$ cat src/rtl/accum_7seg_pkg.sv
// Shared types, segment table and encoder for the
// AXI-Stream accumulator with seven-segment output.
package accum_7seg_pkg;

  typedef enum logic [1:0] {
    ACCUM,
    CONVERT,
    OUTPUT
  } state_t;

  // bit0 = a .. bit6 = g, active-high
  localparam logic [6:0] SEG_LUT [10] = '{
    7'h3F, 7'h06, 7'h5B, 7'h4F, 7'h66,
    7'h6D, 7'h7D, 7'h07, 7'h7F, 7'h6F
  };

  function automatic logic [6:0] seg_encode(
    input logic [3:0] bcd,
    input logic       act_low
  );
    logic [6:0] s;
    if (bcd > 4'd9) s = 7'h00;
    else            s = SEG_LUT[bcd];
    return act_low ? ~s : s;
  endfunction

endpackage

$ cat src/rtl/axis_accum_7seg_bin2bcd.sv
// Sequential double-dabble: one input bit per cycle,
// IN_W cycles from start to done.
module bin2bcd_seq
  import accum_7seg_pkg::*;
#(
  parameter int IN_W     = 6,
  parameter int N_DIGITS = 2,
  localparam int BW      = 4 * N_DIGITS,
  localparam int CW      = $clog2(IN_W + 1)
) (
  input  logic            clk,
  input  logic            rst,
  input  logic            start,
  input  logic [IN_W-1:0] bin,
  output logic            busy,
  output logic            done,
  output logic [BW-1:0]   bcd
);

  logic            r_busy;
  logic [IN_W-1:0] r_bin;
  logic [BW-1:0]   r_bcd;
  logic [CW-1:0]   r_cnt;
  logic [BW-1:0]   w_adj;
  logic [BW-1:0]   w_nxt;

  always_comb begin
    w_adj = r_bcd;
    for (int d = 0; d < N_DIGITS; d++) begin
      if (r_bcd[4*d +: 4] >= 4'd5)
        w_adj[4*d +: 4] = r_bcd[4*d +: 4] + 4'd3;
    end
    // carries out of the top digit are dropped
    w_nxt = {w_adj[BW-2:0], r_bin[IN_W-1]};
  end

  assign busy = r_busy;
  assign done = r_busy && (r_cnt == CW'(IN_W - 1));
  assign bcd  = w_nxt;

  always_ff @(posedge clk) begin
    if (rst) begin
      r_busy <= 1'b0;
      r_bin  <= '0;
      r_bcd  <= '0;
      r_cnt  <= '0;
    end else if (start) begin
      r_busy <= 1'b1;
      r_bin  <= bin;
      r_bcd  <= '0;
      r_cnt  <= '0;
    end else if (r_busy) begin
      r_bcd  <= w_nxt;
      r_bin  <= r_bin << 1;
      r_cnt  <= r_cnt + CW'(1);
      if (done) r_busy <= 1'b0;
    end
  end

endmodule

$ cat src/rtl/axis_accum_7seg.sv
// Frame accumulator: sums AXI-Stream beats, converts the
// sum to BCD and presents seven-segment codes.
module axis_accum_7seg
  import accum_7seg_pkg::*;
#(
  parameter int WIDTH       = 3,
  parameter int NO_OF_STEPS = 4,
  parameter int N_DIGITS    = 2,
  parameter bit SEG_ACT_LOW = 1'b0,
  localparam int CNT_W      = $clog2(NO_OF_STEPS + 1),
  localparam int SUM_W      = WIDTH + CNT_W
) (
  input  logic                     clk,
  input  logic                     rst,
  input  logic                     s_valid,
  output logic                     s_ready,
  input  logic [WIDTH-1:0]         s_data,
  input  logic                     s_last,
  output logic                     m_valid,
  input  logic                     m_ready,
  output logic [N_DIGITS-1:0][6:0] m_data,
  output logic [SUM_W-1:0]         m_sum,
  output logic [CNT_W-1:0]         m_count,
  output logic                     m_ovf
);

  localparam int MAX_DEC = 10 ** N_DIGITS - 1;

  state_t                    r_state;
  logic [SUM_W-1:0]          r_sum;
  logic [CNT_W-1:0]          r_cnt;
  logic                      r_s_ready;
  logic                      r_m_valid;
  logic [N_DIGITS-1:0][6:0]  r_m_data;
  logic [SUM_W-1:0]          r_m_sum;
  logic [CNT_W-1:0]          r_m_count;
  logic                      r_m_ovf;

  logic                      w_hs;
  logic [SUM_W-1:0]          w_sum_nxt;
  logic [CNT_W-1:0]          w_cnt_nxt;
  logic                      w_close;
  logic                      w_busy;
  logic                      w_done;
  logic [4*N_DIGITS-1:0]     w_bcd;
  logic                      w_ovf;

  assign w_hs      = s_valid && r_s_ready && (r_state == ACCUM);
  assign w_sum_nxt = r_sum + SUM_W'(s_data);
  assign w_cnt_nxt = r_cnt + CNT_W'(1);
  assign w_close   = w_hs &&
                     ((w_cnt_nxt == CNT_W'(NO_OF_STEPS)) || s_last);
  assign w_ovf     = {{(32-SUM_W){1'b0}}, r_sum} > 32'(MAX_DEC);

  // converter loads the post-beat sum on the closing handshake
  bin2bcd_seq #(
    .IN_W     (SUM_W),
    .N_DIGITS (N_DIGITS)
  ) u_bcd (
    .clk   (clk),
    .rst   (rst),
    .start (w_close && !w_busy),
    .bin   (w_sum_nxt),
    .busy  (w_busy),
    .done  (w_done),
    .bcd   (w_bcd)
  );

  assign s_ready = r_s_ready;
  assign m_valid = r_m_valid;
  assign m_data  = r_m_data;
  assign m_sum   = r_m_sum;
  assign m_count = r_m_count;
  assign m_ovf   = r_m_ovf;

  always_ff @(posedge clk) begin
    if (rst) begin
      r_state   <= ACCUM;
      r_sum     <= '0;
      r_cnt     <= '0;
      r_s_ready <= 1'b0;
      r_m_valid <= 1'b0;
      r_m_sum   <= '0;
      r_m_count <= '0;
      r_m_ovf   <= 1'b0;
      for (int d = 0; d < N_DIGITS; d++)
        r_m_data[d] <= seg_encode(4'd0, SEG_ACT_LOW);
    end else begin
      unique case (r_state)
        ACCUM: begin
          r_s_ready <= 1'b1;
          if (w_hs) begin
            r_sum <= w_sum_nxt;
            r_cnt <= w_cnt_nxt;
          end
          if (w_close) begin
            r_state   <= CONVERT;
            r_s_ready <= 1'b0;
          end
        end
        CONVERT: begin
          if (w_done) begin
            r_state   <= OUTPUT;
            r_m_valid <= 1'b1;
            r_m_sum   <= r_sum;
            r_m_count <= r_cnt;
            r_m_ovf   <= w_ovf;
            for (int d = 0; d < N_DIGITS; d++)
              r_m_data[d] <= w_ovf
                ? seg_encode(4'd9, SEG_ACT_LOW)
                : seg_encode(w_bcd[4*d +: 4], SEG_ACT_LOW);
          end
        end
        OUTPUT: begin
          if (m_ready) begin
            r_state   <= ACCUM;
            r_m_valid <= 1'b0;
            r_sum     <= '0;
            r_cnt     <= '0;
            r_s_ready <= 1'b1;
          end
        end
        default: r_state <= ACCUM;
      endcase
    end
  end

endmodule

$ cat config.mk
export PLATFORM = sky130hd
export DESIGN_NAME = axis_accum_7seg
export DESIGN_NICKNAME = d
export VERILOG_FILES = /design/src/rtl/accum_7seg_pkg.sv /design/src/rtl/axis_accum_7seg_bin2bcd.sv /design/src/rtl/axis_accum_7seg.sv
export SDC_FILE = /design/constraint.sdc
export NUM_CORES = 1
export LEC_CHECK = 0
export ABC_AREA = 1
export BUFFER_PORTS_ARGS = -buffer_cell sky130_fd_sc_hd__buf_2
export CORE_ASPECT_RATIO = 0.9
export CORE_MARGIN = 2
export CORE_UTILIZATION = 35
export DETAILED_ROUTE_END_ITERATION = 10
export MAX_ROUTING_LAYER = met4
export PLACE_DENSITY = 0.64
export SETUP_SLACK_MARGIN = 0.02
export SLEW_MARGIN = 10
export SYNTH_ARGS = -nofsm -noshare
export SYNTH_HDL_FRONTEND = slang
export SYNTH_SLANG_ARGS = --single-unit
$ cat constraint.sdc
create_clock -name clk -period 2.7 [get_ports clk]
set_clock_uncertainty 0.15 [all_clocks]
set_input_delay 0.54 -clock clk [delete_from_list [all_inputs] [get_ports clk]]
set_output_delay 0.54 -clock clk [all_outputs]
set_load 0.02 [all_outputs]
# After elaboration in Yosys (flattened, before gate mapping)
# Memory sizes are Yosys's and may differ from the RTL's.
# Cells that the tools add are included.
[totals]
rom_bits = 224
memories = 2
word_cells = 82
register_bits = 54
out_inout_bits = 26
[classes]
n_mux = 29
n_addsub = 5
reduce_logical = 17
bitwise = 2
n_eq_ne = 8
magnitude_cmp = 6
[mem_list]
columns = ["memory", "depth", "word_bits", "rd", "rd_clocked_by_memory_dff", "wr", "line", "source"]
rows = [
  ["(name not given)", 16, 7, 1, 0, 0, "accum_7seg_pkg.sv:23", "else s = SEG_LUT[bcd];"],
  ["(name not given)", 16, 7, 1, 0, 0, "accum_7seg_pkg.sv:23", ""],
]
[ops]
columns = ["op", "n"]
rows = [
  ["$mux W7", 6],
  ["$mux W6", 4],
  ["$pmux W6 S2", 1],
  ["$ge A5 B5 Y1 const B", 2],
  ["$not A4 Y5", 2],
  ["$mux W3", 3],
  ["$reduce_and A3 Y1", 3],
  ["$ge A4 B3 Y1 const B", 2],
  ["$gt A4 B4 Y1 const B", 2],
  ["$mux W1", 7],
  ["$add A3 B1 Y3 const B", 2],
  ["$add A6 B3 Y6", 1],
  ["$eq A3 B3 Y1 const B", 2],
  ["$mux W2", 3],
  ["$ne A2 B2 Y1 const B", 3],
  ["$pmux W2 S3", 1],
  ["$pmux W3 S2", 1],
  ["$reduce_bool A2 Y1", 3],
  ["$logic_and A1 B1 Y1", 5],
  ["$add A4 B2 Y4 const B", 1],
  ["$mux W4", 1],
  ["$pmux W1 S2", 2],
  ["$reduce_and A2 Y1", 2],
  ["$add A3 B2 Y3 const B", 1],
  ["7 further kinds", 7],
]

# Longest topological paths before layout
# Gate-level depths: netlist of run 1.
[depth]
word_depth = 7
mapped_depth = 15

# Cells and area by module
# A second synthesis of run 1 with hierarchy kept.
[hier_totals]
hier_cells = 378
area_unflattened_um2 = 2857.7
[by_module_without_submodules]
columns = ["module", "n_inst", "area_each_um2", "cells_each"]
rows = [
  ["axis_accum_7seg", 1, 1841.8, 238],
  ["bin2bcd_seq", 1, 1016.0, 140],
]

# Worst setup path after synthesis of run 1
# No wires, ideal clock.
[synth_timing]
path_type = "register to register"
start = "register u_bcd.r_bcd[0]"
end = "register r_m_data (netlist bit m_data[10])"
stages_incl_launch_ff = 15
arrival_ns = 1.775
path_buffers = 0
path_slack_ns = 0.656
path_cell_list = "dfxtp_1 -> inv_1 -> ha_1 -> inv_1 -> nand2_1 -> nand3_2 -> a21boi_2 -> inv_1 -> ha_1 -> inv_1 -> nand2_1 -> nand2_2 -> a21oi_4 -> inv_2 -> o21ai_1"
[synth_via]
elab_chain_len = 7
[synth_lines]
columns = ["item", "line", "source"]
rows = [
  ["start: declaration", "axis_accum_7seg_bin2bcd.sv:22", "logic [BW-1:0] r_bcd;"],
  ["start signal: assignment", "axis_accum_7seg_bin2bcd.sv:53", "r_bcd <= w_nxt;"],
  ["$add A4 B2 Y4 or $ge A4 B3 Y1 (tied branches)", "axis_accum_7seg_bin2bcd.sv:31, axis_accum_7seg_bin2bcd.sv:30", ""],
  ["$mux W4 *", "axis_accum_7seg_bin2bcd.sv:30", "if (r_bcd[4*d +: 4] >= 4'd5)"],
  ["named net u_bcd.bcd[4]", "axis_accum_7seg_bin2bcd.sv:17", "output logic [BW-1:0] bcd"],
  ["$not A4 Y5 (not written as such)", "accum_7seg_pkg.sv:23", ""],
  ["$mem_v2 Z16 W7", "--", ""],
  ["$mux W7 (not written as such) (2 in series)", "accum_7seg_pkg.sv:23", ""],
  ["$mux W7 *", "accum_7seg_pkg.sv:22", "if (bcd > 4'd9) s = 7'h00;"],
  ["end signal: indexed assignment", "axis_accum_7seg.sv:87", "r_m_data[d] <= seg_encode(4'd0, SEG_ACT_LOW);"],
  ["end signal: indexed assignment", "axis_accum_7seg.sv:109", "r_m_data[d] <= w_ovf"],
  ["end: declaration", "axis_accum_7seg.sv:34", "logic [N_DIGITS-1:0][6:0] r_m_data;"],
]
# The timed path passes the listed nets; every way through them passes the cells marked *. The select of a mux whose other input is x is not followed.
# A chain may end at the register's enable or synchronous reset.

# Final worst setup path of run 1
[layout_timing]
start = "register u_bcd.r_bcd[0]"
end = "register r_m_data (netlist bit m_data[13])"
# Same word-level chain as after synthesis.

==> run summary, run 1 <==
Status = finished clean
Ys async rst share = 0%
Placed cell count = 496
Distinct cells, synth = 32
IO buf count = 32
Ys Warns = 0
Post-synth design cell area = 2780 µm²
Height of the die = 88.5 µm
Worst reg2reg startpoint = u_bcd.r_bcd[0]
Critical path startpoint category = register
Post-DR wirelength/cell = 11.3 µm
First-pass GRT wire length = 10300 µm
Initial core utilization = 36.5%
Most used flip-flop cell after synthesis = dfxtp_1
Layout Cells excl Fill = 504
Worst Path Required = 2.74 ns
Drt pass-1 iters = 4
Total grt overflow = 0
Remaining DRCs = 0
Unrepaired setup endpoints after global routing = false
Hold Path Stages = 2
Fmax = 434 MHz
Worst R2R Path Depth = 14
IO Count = 34
CTS tree = done
Fill count = 795
Final #Nets = 434
Area added between synthesis and finish = 11.7%
Critical path fanouts, max = 5
Total Wirelength = 5720 µm
Leakage power = 1.37 nW
Pint = 1.02 mW
Hold WC Path Type = register to register
Worst R2R End = m_data[13]
Seq/Total Area, Yosys = 38.9%
Arrival time at the worst endpoint = 2.34 ns
Max Slew Vio Count = 0
Max VDD drop = 0.196 mV
Row count = 30
Die area = 8670 µm²
Endpoints failing setup = 0
Layout cell share with drive strength beyond 1 = 15.9%
Slew HR = 66.4%
Max_cap viols = 0
Final Hold Fails = 0
Via count = 2394
Crit path kind = register to register
Diodes inserted = 0
Post-synth EDFFs = 0
Pin count of the biggest net entering global routing = 29
Power density over the cells = 439 nW/µm²
CP Capture Type = register
GRT Resource Usage Total = 14.8%
Later-pin clock latency in the skew report = 0.31 ns
Setup bufs post-CTS = 0
Power share of the clock group = 33.3%
Tcrit/Tclk final = 85.3%
Max Root-Sink Buffers = 2
Drt initial violations = 94
GPL Wtd Cong = 0.871
Syn_nets = 405
Flop pwr share = 59.9%
Mapped Cells = 378
# resized after CTS = 0
FF-to-FF setup slack = 0.40 ns
Number of global-route vias before repair = 2287
Min cycle time layout = 2.30 ns
NetSw = 344 µW
Die Span X = 97.9 µm
Detailed placement HPWL = 4250 µm
Initial antenna violation count = 0
CTS root buf = clkbuf_8
Clk sink count = 54
Worst hold endpoint = m_data[6]
H-tree Lvls = 2
Sw frac = 25.2%
Worst-Margin Slew = 0.503 ns
Setup TNS = 0 ns
Logic pwr share = 6.8%
Core region area = 7620 µm²
Post-synthesis register bit count = 54
Clock slew at reported path FFs = 0.09 ns
Post-route ant nets = 0
Hold Path Origin = m_data[6]
Avg Inst Size Synth = 7.35 µm²
Hold-fix buffers, CTS = 0
Total CTS buffers = 5
Vias per cell = 4.75
sequential cells by signal, summed over array words and instances (netlist names), 2 cells and up:
register,flops
m_sum,6
m_data,14
u_bcd.r_cnt,3
r_state,2
r_sum,6
r_cnt,3
u_bcd.r_bcd,8
m_count,3
u_bcd.r_bin,6
Yosys cell counts (2+ instances only):
| cell type | number | area [µm²] |
|---|---|---|
| o21ai_1 | 4 | 20.0 |
| buf_4 | 2 | 15.0 |
| inv_1 | 42 | 158 |
| ha_1 | 18 | 225 |
| xor2_1 | 5 | 43.8 |
| nand2_4 | 3 | 33.8 |
| buf_2 | 4 | 20.0 |
| nor2_1 | 20 | 75.1 |
| nand2_1 | 101 | 379 |
| nand4_1 | 6 | 37.5 |
| inv_2 | 4 | 15.0 |
| dfxtp_1 | 54 | 1080 |
| nand3_2 | 2 | 20.0 |
| clkbuf_1 | 5 | 18.8 |
| nand3_1 | 21 | 105 |
| xnor2_1 | 2 | 17.5 |
| a21oi_4 | 2 | 32.5 |
| nor3_1 | 2 | 10.0 |
| o21ai_0 | 17 | 85.1 |
| a21oi_1 | 46 | 230 |
| nand2_2 | 7 | 43.8 |
cell type report:
class / count / area (µm²) / share of cell area (%)
Multi-Input combinational cell: 265 / 1460 / 46.9
Inverter: 46 / 173 / 5.56
Sequential cell: 54 / 1080 / 34.8
Clock buffer: 5 / 68.8 / 2.22
Timing Repair Buffer: 35 / 183 / 5.89
Clock inverter: 3 / 21.3 / 0.685
Tap cell: 96 / 120 / 3.87
cell families after synthesis:
family          share of synthesized area, %
buf+inv                                 8.69
flops                                   38.9
other cells                            0.135
simple gates                            26.8
compound gates                          14.5
fa+ha+maj                               8.83
xor+xnor                                2.21
power by group through the flow:
stage / Sequential [mW] / Combinational, mW / Clock (mW)
6_report: 0.816 / 0.0926 / 0.454
5_1_grt: 0.818 / 0.107 / 0.508
4_1_cts: 0.816 / 0.0944 / 0.475
3_5_place_dp: 0.834 / 0.0937 / 0
3_3_place_gp: 0.834 / 0.0927 / 0
2_1_floorplan: 0.834 / 0.0717 / 0
through the flow:
stage	power [mW]	setup slack [ns]	instance area, µm²	utilization, %	hold WS [ns]
2_1_floorplan	0.905	0.656	2780	-	0.288
3_3_place_gp	0.927	0.553	3010	39.5	0.300
3_5_place_dp	0.928	0.441	3010	39.5	0.302
4_1_cts	1.39	0.416	3100	40.7	0.316
5_1_grt	1.43	0.195	3100	40.7	0.335
6_report	1.36	0.398	3100	40.7	0.315
cell usage in the layout, fill, tap and decap left out, types with 2 or more instances in the layout:
cell and n:
nand2_1 101, dfxtp_1 54, a21oi_1 46, inv_1 42, buf_2 32, nand3_1 21, nor2_1 20, ha_1 18
o21ai_0 17, nand2_2 7, nand4_1 6, xor2_1 5, clkbuf_8 5, inv_2 4, o21ai_1 4, nand2_4 3
buf_4 3, nand3_2 2, a21oi_4 2, nor3_1 2, xnor2_1 2
routing by layer:
layer | GRT usage, % | vias up | wire length [µm]
met5 | - | - | 0
met4 | 3.54 | 0 | 42
met3 | 3.16 | 9 | 248
met2 | 24.4 | 43 | 2630
met1 | 18.7 | 1078 | 2790
li1 | - | 1264 | -
worst max-delay path by stage:
stage                   startpoint          to  slack, ns  cells past startpoint
floorplan           u_bcd.r_bcd[0]  m_data[10]       0.66                     14
global placement    u_bcd.r_bcd[0]  m_data[10]       0.55                     14
detailed placement  u_bcd.r_bcd[0]  m_data[10]       0.44                     14
CTS                 u_bcd.r_bcd[0]  m_data[10]       0.42                     14
global route        u_bcd.r_bcd[0]   m_data[9]       0.20                     14
finish              u_bcd.r_bcd[0]  m_data[13]       0.40                     14
critical path: stages (launching register included):
cell and delay, ns:
dfxtp_1 0.41, inv_1 0.11, ha_1 0.22, inv_1 0.05, nand2_1 0.11, nand3_2 0.13
a21boi_2 0.27, inv_1 0.12, ha_1 0.21, inv_1 0.07, nand2_1 0.06, nand2_2 0.08
a21oi_4 0.07, nand2_1 0.07, a21oi_1 0.05
No activity file was read; power rests on OpenSTA's default activity.
==> run 2, diff against run 1 <==
--- a/config.mk
+++ b/config.mk
@@ -12,7 +12,7 @@
 export CORE_UTILIZATION = 35
 export DETAILED_ROUTE_END_ITERATION = 10
 export MAX_ROUTING_LAYER = met4
-export PLACE_DENSITY = 0.64
+export PLACE_DENSITY = 0.66
 export SETUP_SLACK_MARGIN = 0.02
 export SLEW_MARGIN = 10
 export SYNTH_ARGS = -nofsm -noshare
==> constraint.sdc (replaced) <==
create_clock -name clk -period 2 [get_ports clk]
set_clock_uncertainty 0.15 [all_clocks]
set_input_delay 0.4 -clock clk [delete_from_list [all_inputs] [get_ports clk]]
set_output_delay 0.4 -clock clk [all_outputs]
set_load 0.02 [all_outputs]
==> run 2 against run 1 <==
  * Via count up 3.8%
  * Cell area increased by 9.5%
  * Global-route usage increased by 0.21 points
  * Register-to-register slack lost 0.32 ns
  * Critical path type unchanged
==> run summary, run 2 (same netlist as run 1, synthesis figures left out) <==
Status = finished clean
Hold WC Path Type = input pin to register
Post-DR wirelength/cell = 12.3 µm
Worst reg2reg startpoint = u_bcd.r_bcd[4]
Diodes inserted = 0
Most common cell after layout, fill and taps aside = nand2_1
Sw frac = 24.0%
GPL Wtd Cong = 0.879
First-pass GRT wire length = 10400 µm
Initial antenna violation count = 0
CP Launch Point = u_bcd.r_bcd[4]
Power share of the clock group = 37.9%
CP Capture Type = register
Final Hold Fails = 0
Worst Path Required = 2.10 ns
Flop pwr share = 55.5%
Final Util = 44.6%
Drt initial violations = 128
Area added between synthesis and finish = 22.2%
CTS tree = done
Min cycle time layout = 1.92 ns
Core region area = 7620 µm²
Vias per cell = 4.81
Remaining DRCs = 0
Most frequent cells in the layout = nand2_1, dfxtp_1, a21oi_1
Layout cell share with drive strength beyond 1 = 27.6%
Fill count = 768
Max_cap viols = 0
Crit path kind = register to register
Initial core utilization = 36.5%
Post-route ant nets = 0
Endpoints failing setup = 0
Die area = 8670 µm²
DP Area = 3090 µm²
IO buf count = 32
Pin count of the biggest net entering global routing = 29
Final #Nets = 447
Unrepaired setup endpoints after global routing = true
IO Count = 34
Critical path startpoint category = register
Logic pwr share = 6.6%
Height of the die = 88.5 µm
Detailed placement HPWL = 4510 µm
Clock slew at reported path FFs = 0.10 ns
Fmax = 521 MHz
Critical path fanouts, max = 5
CTS root buf = clkbuf_8
Hold Path Origin = m_ready
Via count = 2485
Max Root-Sink Buffers = 2
Row count = 30
Clk sink count = 54
Total grt overflow = 0
GRT Resource Usage Total = 15.0%
Total Wirelength = 6350 µm
Later-pin clock latency in the skew report = 0.31 ns
H-tree Lvls = 2
Arrival time at the worst endpoint = 2.02 ns
Power density over the cells = 582 nW/µm²
Drt pass-1 iters = 4
Tcrit/Tclk final = 96.0%
Max VDD drop = 0.354 mV
Leakage power = 1.50 nW
Max Slew Vio Count = 0
Die Span X = 97.9 µm
Post-route cell area = 3400 µm²
Number of global-route vias before repair = 2319
Total CTS buffers = 5
Pint = 1.50 mW
Register area = 1090 µm²
Max reg flops = 14
Multi-input logic area = 1610 µm²
NetSw = 475 µW
[run 2: cell count changes in the layout (fill, tap and decap cells not counted), sizes merged]
| cell | before | now |
|---|---|---|
| bufinv | 0 | 1 |
| clkinvlp | 1 | 0 |
| buf | 35 | 48 |
| inv | 46 | 47 |
| clkinv | 2 | 1 |
[run 2: final timing paths]
| kind | cells after the start | slack (ns) | to |
|---|---|---|---|
| worst min-delay path | 4 | 0.23 | r_state[1] |
| worst max register to register | 15 | 0.08 | m_data[9] |
| worst min register to register | 2 | 0.32 | u_bcd.r_bin[0] |
| worst max-delay path | 15 | 0.08 | m_data[9] |
[run 2: metal layers]
metal	vias up	GRT usage (%)	routed length, µm
met5	-	-	0
met4	0	2.15	20
met3	2	3.48	340
met2	55	26.3	3120
met1	1140	18.1	2860
li1	1288	-	-
[run 2: per-stage QoR]
stage | setup TNS [ns] | total power [mW] | instances | hold slack (ns) | setup WS (ns)
2_1_floorplan | 0 | 1.22 | 378 | 0.288 | 0.0396
3_3_place_gp | 0 | 1.25 | 505 | 0.300 | 0.0496
3_5_place_dp | -0.0150 | 1.26 | 505 | 0.302 | -0.0150
4_1_cts | 0 | 2.00 | 514 | 0.229 | 0.0211
5_1_grt | -0.0936 | 2.06 | 517 | 0.232 | -0.0431
6_report | 0 | 1.98 | 517 | 0.232 | 0.0795
[run 2: worst max-delay path: stages (launching register included)]
cell	delay, ns
dfxtp_4	0.38
inv_4	0.07
ha_4	0.12
inv_2	0.04
nand2_4	0.07
nand3_4	0.08
nand2_2	0.10
nand2_4	0.06
inv_4	0.08
ha_4	0.13
inv_2	0.04
nand2_2	0.06
nand2_2	0.06
a21oi_4	0.19
inv_2	0.09
o21ai_2	0.13
[run 2: cell type report]
type,instances,share of cell area (%)
Sequential cell,54,32.1
Clock inverter,3,1.29
Clock buffer,5,2.03
Inverter,46,5.38
Tap cell,96,3.54
Multi-Input combinational cell,265,47.4
Timing Repair Buffer,48,8.25
[run 2: repair_timing]
action | 4_1_cts | 5_1_grt
pin swaps | 1 | 19
cloned | 0 | 0
setup buffers | 1 | 3
gates resized for setup | 6 | 47
endpoints found under the hold margin | 0 | 0
hold buffers | 0 | 0
setup endpoints to repair | 7 | 14
[run 2: power by group through the flow]
stage                     Clock, mW  Combinational, mW  Sequential (mW)
after global routing          0.814              0.146             1.10
after floorplan                   0             0.0967             1.13
after CTS                     0.771              0.130             1.10
after global placement            0              0.129             1.13
final                         0.750              0.130             1.10
after detailed placement          0              0.129             1.13
